==> src/rtl/muldiv_pkg.sv <==
// muldiv_pkg: shared types and constants for the RV32M multiply/divide unit
package muldiv_pkg;
  typedef enum logic [2:0] {
    F_MUL, F_MULH, F_MULHSU, F_MULHU, F_DIV, F_DIVU, F_REM, F_REMU
  } funct3_e;
  typedef enum logic [1:0] {IDLE, CALC, FIX, DONE} state_e;
  localparam int ITER = 32;
endpackage

==> src/rtl/muldiv_if.sv <==
// muldiv_if: request/response bundle between the execute stage and the muldiv unit
interface muldiv_if import muldiv_pkg::*; #(parameter int WIDTH = 32);
  logic start;
  funct3_e funct3;
  logic [WIDTH-1:0] a;
  logic [WIDTH-1:0] b;
  logic busy;
  logic done;
  logic [WIDTH-1:0] y;
  modport master(output start, funct3, a, b, input busy, done, y);
  modport slave(input start, funct3, a, b, output busy, done, y);
endinterface

==> src/rtl/muldiv_sign.sv <==
// muldiv_sign: sign extraction with magnitude at issue, forced negation at result fix-up
module muldiv_sign #(parameter int W = 64) (
  input logic [W-1:0] v,
  input logic sgn,
  input logic flip,
  output logic neg,
  output logic [W-1:0] res
);
  assign neg = sgn & v[W-1];
  assign res = (neg | flip) ? -v : v;
endmodule

==> src/rtl/muldiv_unit.sv <==
// muldiv_unit: iterative RV32M multiply (shift-add) and divide (restoring), one bit per cycle
module muldiv_unit import muldiv_pkg::*; #(parameter int WIDTH = 32) (
  input logic clk,
  input logic reset,
  muldiv_if.slave io
);
  localparam int DW = 2 * WIDTH;
  localparam int CW = $clog2(ITER);
  state_e state;
  funct3_e op;
  logic [CW-1:0] cnt;
  logic [DW-1:0] acc;
  logic [WIDTH-1:0] m;
  logic nq, nr;
  logic fixing, accept, sa_en, sb_en, sa, sb, dz, ov;
  logic [DW-1:0] ra, rb, nxt;
  logic [WIDTH:0] add, diff;
  logic [WIDTH-1:0] sy, fy;
  assign fixing = state == FIX;
  assign accept = io.start && (state == IDLE || state == DONE);
  assign sa_en = io.funct3[2] ? !io.funct3[0] : io.funct3[1:0] != 2'b11;
  assign sb_en = io.funct3[2] ? !io.funct3[0] : !io.funct3[1];
  // during FIX the same negators are reused on the accumulator halves
  muldiv_sign #(.W(DW)) u_a (
    .v(fixing ? acc : {{WIDTH{io.a[WIDTH-1]}}, io.a}),
    .sgn(sa_en && !fixing), .flip(fixing && nq), .neg(sa), .res(ra)
  );
  muldiv_sign #(.W(DW)) u_b (
    .v(fixing ? {acc[DW-1:WIDTH], {WIDTH{1'b0}}} : {{WIDTH{io.b[WIDTH-1]}}, io.b}),
    .sgn(sb_en && !fixing), .flip(fixing && nr), .neg(sb), .res(rb)
  );
  assign dz = io.funct3[2] && io.b == '0;
  assign ov = io.funct3[2] && !io.funct3[0] && io.a == {1'b1, {(WIDTH-1){1'b0}}} && io.b == '1;
  assign sy = dz ? (io.funct3[1] ? io.a : '1) : (io.funct3[1] ? '0 : {1'b1, {(WIDTH-1){1'b0}}});
  assign add = acc[0] ? {1'b0, acc[DW-1:WIDTH]} + {1'b0, m} : {1'b0, acc[DW-1:WIDTH]};
  assign diff = acc[DW-1:WIDTH-1] - {1'b0, m};
  assign nxt = op[2] ? (diff[WIDTH] ? {acc[DW-2:0], 1'b0} : {diff[WIDTH-1:0], acc[WIDTH-2:0], 1'b1})
                     : {add, acc[WIDTH-1:1]};
  assign fy = op[2] ? (op[1] ? rb[DW-1:WIDTH] : ra[WIDTH-1:0])
                    : (op[1:0] == 2'b00 ? ra[WIDTH-1:0] : ra[DW-1:WIDTH]);
  assign io.busy = state == CALC || fixing;
  assign io.done = state == DONE;
  always_ff @(posedge clk or posedge reset)
    if (reset) begin
      state <= IDLE;
      op <= F_MUL;
      cnt <= '0;
      acc <= '0;
      m <= '0;
      nq <= 1'b0;
      nr <= 1'b0;
      io.y <= '0;
    end else if (accept) begin
      op <= io.funct3;
      nq <= sa ^ sb;
      nr <= sa;
      cnt <= '0;
      m <= io.funct3[2] ? rb[WIDTH-1:0] : ra[WIDTH-1:0];
      acc <= {{WIDTH{1'b0}}, io.funct3[2] ? ra[WIDTH-1:0] : rb[WIDTH-1:0]};
      if (dz || ov) begin
        io.y <= sy;
        state <= DONE;
      end else state <= CALC;
    end else if (state == CALC) begin
      acc <= nxt;
      cnt <= cnt + 1'b1;
      if (cnt == CW'(ITER - 1)) state <= FIX;
    end else if (fixing) begin
      io.y <= fy;
      state <= DONE;
    end else if (state == DONE) state <= IDLE;
endmodule
==> src/flat_wrapper.sv <==
// flat-port wrapper written by rule: the top's interface ports become plain ports
module muldiv_unit_flat import muldiv_pkg::*;
#(parameter int WIDTH = 32)
  (clk, reset, io_start, io_funct3, io_a, io_b, io_busy, io_done, io_y);
  muldiv_if #(.WIDTH(WIDTH)) io_i ();
  input logic clk;
  input logic reset;
  input wire logic [$bits(io_i.start)-1:0] io_start;
  input wire logic [$bits(io_i.funct3)-1:0] io_funct3;
  input wire logic [$bits(io_i.a)-1:0] io_a;
  input wire logic [$bits(io_i.b)-1:0] io_b;
  output wire logic [$bits(io_i.busy)-1:0] io_busy;
  output wire logic [$bits(io_i.done)-1:0] io_done;
  output wire logic [$bits(io_i.y)-1:0] io_y;
  assign io_i.start = io_start;
  assign io_i.funct3 = io_funct3;
  assign io_i.a = io_a;
  assign io_i.b = io_b;
  assign io_busy = io_i.busy;
  assign io_done = io_i.done;
  assign io_y = io_i.y;
  muldiv_unit #(.WIDTH(WIDTH)) u_core (.clk(clk), .reset(reset), .io(io_i));
endmodule
==> config.mk <==
export PLATFORM = sky130hd
export DESIGN_NAME = muldiv_unit_flat
export DESIGN_NICKNAME = d
export VERILOG_FILES = /design/src/rtl/muldiv_pkg.sv /design/src/rtl/muldiv_if.sv /design/src/rtl/muldiv_sign.sv /design/src/rtl/muldiv_unit.sv /design/src/flat_wrapper.sv
export SDC_FILE = /design/constraint.sdc
export NUM_CORES = 1
export LEC_CHECK = 0
export ABC_AREA = 1
export CAP_MARGIN = 10
export CELL_PAD_IN_SITES_DETAIL_PLACEMENT = 0
export CELL_PAD_IN_SITES_GLOBAL_PLACEMENT = 1
export CORE_MARGIN = 8
export CORE_UTILIZATION = 35
export DETAILED_ROUTE_END_ITERATION = 12
export PLACE_DENSITY_LB_ADDON = 0.08
export SLEW_MARGIN = 0
export SYNTH_ARGS = -nofsm -noshare
export SYNTH_HDL_FRONTEND = slang
export SYNTH_SLANG_ARGS = --single-unit
==> constraint.sdc <==
create_clock -name clk -period 5.65 [get_ports clk]
set_clock_uncertainty 0.1 [all_clocks]
set_input_delay 0.565 -clock clk [delete_from_list [all_inputs] [get_ports clk]]
set_output_delay 0.565 -clock clk [all_outputs]
set_load 0.05 [all_outputs]
==> results of run 1 <==
[flip-flops by register name, indices dropped and copies added, names as in the netlist]
register and flops:
u_core.acc 64, u_core.io.y 32, u_core.m 32, u_core.cnt 5, u_core.op 3, u_core.state 2
u_core.nq 1, u_core.nr 1
[routing by layer]
layer / vias up / wire length, um / global-route usage
li1: 10760 / - / -
met1: 11190 / 47000 / 0.4841
met2: 1341 / 43440 / 0.4988
met3: 201 / 10860 / 0.07968
met4: 2 / 4340 / 0.1334
met5: - / 11 / 0
[layout make-up]
type / count / area (um^2) / share of cell area
clock buffer: 18 / 439.2 / 0.02146
clock inverter: 13 / 131.4 / 0.006421
antenna: 1 / 2.502 / 0.0001223
multi-input combinational: 2676 / 13020 / 0.6365
sequential: 140 / 3505 / 0.1713
inverter: 315 / 1187 / 0.05803
timing repair buffer: 140 / 1321 / 0.06458
tap: 680 / 850.8 / 0.04158
[cells in the mapped netlist (all sizes together), types with 11 or more instances]
master / count
dfrtp: 140
inv: 312
nand3b: 25
ha: 71
clkbuf: 72
xnor2: 27
nand4: 33
nor3: 31
nor2: 385
a221oi: 17
nand2: 1174
buf: 54
a22oi: 21
nor4: 14
a21o: 11
o21ai: 178
xor2: 41
or2: 23
a21oi: 211
o221ai: 30
nand3: 319
o211ai: 27
[layout by cell type (no fill, tap or decap), types with 3 or more instances in the layout]
master	netlist	final
inv_6	0	6
and2_1	6	6
a32oi_1	6	6
nand2_2	9	12
a31oi_1	6	6
inv_1	303	301
o21a_1	3	3
ha_1	71	70
nor3_1	31	31
a21oi_1	211	211
a22oi_1	21	21
o21bai_1	5	5
nor2_1	361	356
o21ai_1	38	36
clkbuf_16	0	17
nand3_1	317	317
clkdlybuf4s50_1	0	103
nand3b_1	25	25
xnor2_1	27	27
nor2_4	4	6
o221ai_1	30	30
xor2_1	41	41
or2_2	21	21
dfrtp_1	140	139
o211ai_1	27	27
o21ai_0	132	132
nand2_1	1164	1161
inv_2	9	10
clkinv_1	3	3
nand4_1	33	33
nor2_2	20	23
a221oi_1	17	17
o21ai_2	8	9
nor4_1	14	14
buf_4	9	36
a21o_1	11	11
[path summary, 6_finish.rpt]
kind,start,to,depth (start not counted),slack [ps]
setup reg to reg,u_core.state[0],u_core.io.y[29],18,1130
hold / removal,u_core.io.y[14],u_core.io.y[14],2,380
min in group asynchronous,reset,u_core.cnt[0],2,470
hold reg to reg,u_core.io.y[14],u_core.io.y[14],2,380
setup / recovery,u_core.state[0],u_core.io.y[29],18,1130
max in group asynchronous,reset,u_core.io.y[26],3,3780
[critical path, cell delays in order, from the launching register on]
cell and delay [ps]:
dfrtp_1 410, inv_1 110, ha_4 520, inv_2 70, buf_4 360, nand2_4 420
nand2_1 280, nor2_1 220, nand2_1 140, nor2_1 320, nand3_1 320, inv_1 130
nand2_1 80, nand3_1 80, nand3_1 190, nand3_1 140, nand3_1 270, nand2_1 150
nand2_1 60
[logic make-up after synthesis]
family          after synthesis  share of synthesized area
compound gates              524                     0.1669
simple gates               2011                     0.4595
flops                       140                     0.1918
buf+inv                     441                    0.09830
fa+ha+maj                    73                    0.05083
xor+xnor                     68                    0.03261
[per-stage QoR]
step	std cells	worst slack [ps]	instance area [um^2]	hold slack (ps)	utilization
2_1_floorplan	3257	1232	18270	349.5	-
3_3_place_gp	3951	1371	19890	362.1	0.3861
4_1_cts	3982	1410	20460	391.5	0.3972
6_report	3983	1130	20460	382.5	0.3972
5_1_grt	3982	1033	20460	414.1	0.3972
3_5_place_dp	3951	1438	19890	364.1	0.3861
[power by group through the flow]
stage | clock [mW] | sequential [mW] | combinational, mW
6_report | 1.22 | 2.05 | 12.3
5_1_grt | 1.26 | 2.08 | 13.2
4_1_cts | 1.24 | 2.02 | 12.0
3_5_place_dp | 0 | 2.03 | 11.9
3_3_place_gp | 0 | 2.04 | 11.9
2_1_floorplan | 0 | 2.14 | 7.41
==> flow_summary.json, run 1 <==
{
  "drcViolationCount": 0,
  "power_density_nw_per_um2": 762.6,
  "grt.overflow.total": 0,
  "ys.flop_type": "dfrtp_1",
  "worst_skew_pair.late_latency_ps": 500,
  "root_buffer": "clkbuf_16",
  "syn_area_per_cell_um2": 5.608,
  "cp_max_fo": 58,
  "fin_crit_sh": 0.7999,
  "syn-num-nets": 3400,
  "power_mw": 15.60,
  "io_pins": 104,
  "final_layout_size_suffix_gt1_frac": 0.04724,
  "synth_top_area_share": 0.2392,
  "p_int_mw": 5.405,
  "dieHeight_um": 244.4,
  "yosysSeqAreaShare": 0.1918,
  "clkSinkCount": 140,
  "power.share.sequential": 0.132,
  "post_cts_buffers": 0,
  "synth_cell_type_count": 49,
  "timing.fmax_mhz": 221.3,
  "relSlewSlack": 0.1700,
  "dieArea_um2": 59750,
  "synth_cells": 3257,
  "ys_ff_latch": 140,
  "grt_pass1_vias": 21660,
  "rsz0062_at_grt": "false",
  "n_fill_cell": 5917,
  "post_synth_main_area_contributors": "nand2_1, dfrtp_1, nand3_1",
  "synth_top_area_cell": "nand2_1",
  "syn_area_um2": 18270,
  "tritoncts": "yes",
  "vdd_drop_max_uv": 813.3,
  "hold_class": "reg2reg",
  "core_area_um2": 51510,
  "fin_setup_tns_ps": 0,
  "outcome": "finished clean",
  "worstSetupPathType": "reg2reg",
  "grt_max_degree": 75,
  "die_w_um": 244.4,
  "ctsHoldBuffers": 0,
  "wl_per_cell_um": 26.53,
  "async_reset_ff_frac": 1.000,
  "track_usage": 0.3430,
  "drt_first_iter_violations": 3020,
  "grt_pass1_wl_um": 152000,
  "start_util": 0.3546,
  "start_kind": "register",
  "gp_congestion": 1.074,
  "cap_violations": 0,
  "firstDrtPassIters": 6,
  "worstPathArrival_ps": 4810,
  "critPathRequiredTime_ps": 5940,
  "synth_edf_count": 0,
  "cts_buffers": 17,
  "vias": 23490,
  "post-dp-hpwl_um": 84190,
  "antenna_found_initial": 2,
  "rows": 83,
  "finalSetupViolCount": 0,
  "swShare": 0.6536,
  "final_nets": 3433,
  "comb_power_share": 0.791,
  "end_kind": "register",
  "tightestPinTransition_ps": 1245,
  "drv_slew": 0,
  "yosysWarnings": 0,
  "fin_crit_ps": 4520,
  "clkPwrFrac": 0.078,
  "syn2layout_area_growth_pct": 12.02,
  "viasPerCell": 5.898,
  "cellLeakagePower_nw": 10.06,
  "switchingPower_mw": 10.20,
  "hold_viol_final": 0,
  "post_cts_resized": 0,
  "cts_buffer_depth": 2,
  "drt-total-wl_um": 105700,
  "portBuffers": 103,
  "clk_pin_slew_worst_paths_ps": 80,
  "ant_nets": 0,
  "htree_levels": 4
}
Note: power is estimated with default switching activity, not from simulation.
==> inputs of run 2 (changes only) <==
- clock period: 5.65 -> 4.15 ns (I/O delays scaled with it)
==> flow_summary.json, run 2 (same netlist as run 1, synthesis figures left out) <==
{
  "drcViolationCount": 0,
  "comb_power_share": 0.796,
  "pre_cts_ws_ps": 486.4,
  "worst_skew_pair.late_latency_ps": 490,
  "rsz0062_at_grt": "false",
  "dieArea_um2": 59750,
  "swShare": 0.6467,
  "largest_register_ffs": 64,
  "fin_crit_sh": 0.9433,
  "hold_viol_final": 0,
  "wl_per_cell_um": 26.18,
  "ctsHoldBuffers": 0,
  "vias": 23420,
  "ant_nets": 0,
  "worstPathArrival_ps": 4190,
  "mostFrequentLayoutCells": "nand2_1, nor2_1, nand3_1, inv_1, a21oi_1",
  "timing.hold.ws_ps": 53.06,
  "gp_congestion": 1.037,
  "end_kind": "register",
  "syn2layout_area_growth_pct": 14.06,
  "post-dp-hpwl_um": 85260,
  "cellLeakagePower_nw": 10.28,
  "timing.fmax_mhz": 255.4,
  "fin_crit_ps": 3915,
  "clkSinkCount": 140,
  "grt_max_degree": 104,
  "antenna_found_initial": 3,
  "cts_buffer_depth": 2,
  "htree_levels": 4,
  "clkPwrFrac": 0.073,
  "core_area_um2": 51510,
  "power_density_nw_per_um2": 1037,
  "cts_buffers": 17,
  "grt_pass1_wl_um": 152300,
  "root_buffer": "clkbuf_16",
  "vdd_drop_max_uv": 852.1,
  "post_cts_buffers": 0,
  "final_layout_size_suffix_gt1_frac": 0.05914,
  "top_register": "u_core.acc",
  "drv_slew": 0,
  "grt.overflow.total": 0,
  "clk_pin_slew_worst_paths_ps": 70,
  "finalSetupViolCount": 0,
  "layout_setup_ws_ps": 235.3,
  "p_int_mw": 7.633,
  "viasPerCell": 5.812,
  "track_usage": 0.3437,
  "drt_first_iter_violations": 3155,
  "portBuffers": 103,
  "fin_setup_tns_ps": 0,
  "firstDrtPassIters": 8,
  "power.share.sequential": 0.131,
  "rows": 83,
  "relSlewSlack": 0.2362,
  "switchingPower_mw": 13.97,
  "die_w_um": 244.4,
  "largestRegisters": "u_core.acc x64, u_core.io.y x32, u_core.m x32",
  "start_kind": "register",
  "critPathRequiredTime_ps": 4430,
  "post_cts_resized": 0,
  "tightestPinTransition_ps": 1146,
  "io_pins": 104,
  "tritoncts": "yes",
  "drt-total-wl_um": 105500,
  "outcome": "finished clean",
  "worstSetupPathType": "reg2reg",
  "hold_class": "in2async",
  "cap_violations": 0,
  "cp_max_fo": 30,
  "grt_pass1_vias": 22090,
  "dieHeight_um": 244.4,
  "start_util": 0.3546,
  "layout_commonest_cell": "nand2_1",
  "final_nets": 3479
}
## run 2: worst max-delay path, cell delays in order (launching register included)
cell and delay [ps]:
dfrtp_1 410, inv_1 110, ha_4 170, buf_4 410
nor2_2 70, buf_4 200, buf_4 220, nor2_1 470
nand2_1 220, nor2_1 190, nand2_1 80, nor2_1 210
nand2_1 80, nand2_1 80, nand2_1 60, nand2_1 60
nand3_1 60, nand3_1 110, nand3_1 240, nand2_1 150
nand2_1 60
## run 2: through the flow
stage                     total power, mW    util  cell area [um^2]  instances
after floorplan                     13.00       -             18270       3257
after global placement              19.50  0.3939             20290       3997
after detailed placement            19.44  0.3939             20290       3997
after CTS                           21.10  0.4044             20830       4028
after global routing                22.94  0.4044             20830       4028
final                               21.60  0.4045             20830       4030
## run 2: worst paths after layout
kind	from	cells after the start	slack, ps	end
max in group asynchronous	reset	3	3000	u_core.op[2]
min	reset	2	50	u_core.io.y[12]
max reg2reg	u_core.state[0]	20	240	u_core.io.y[30]
min reg2reg	u_core.io.y[1]	2	380	u_core.io.y[1]
min in group clk	u_core.io.y[1]	2	380	u_core.io.y[1]
max	u_core.state[0]	20	240	u_core.io.y[30]
## run 2: routing by layer
metal	global-route usage	routed length, um	part of all wire	up-vias
met5	0	13	0.00012	-
met4	0.1318	4223	0.040	2
met3	0.08470	11070	0.10	191
met2	0.5040	43880	0.42	1280
met1	0.4792	46310	0.44	11100
li1	-	-	-	10850
## run 2: final cells by class
type,count,area [um^2]
sequential,140,3505
fill,5838,30680
clock buffer,20,446.7
antenna,2,5.005
clock inverter,11,90.09
multi-input combinational,2676,13020
tap,680,850.8
timing repair buffer,186,1729
inverter,315,1186
## run 2: power groups by stage
stage	Combinational (mW)	Clock (mW)	Sequential, mW
floorplan	10.1	0	2.91
finish	17.2	1.57	2.83
global route	18.4	1.64	2.86
CTS	16.7	1.59	2.79
detailed placement	16.6	0	2.80
global placement	16.7	0	2.81
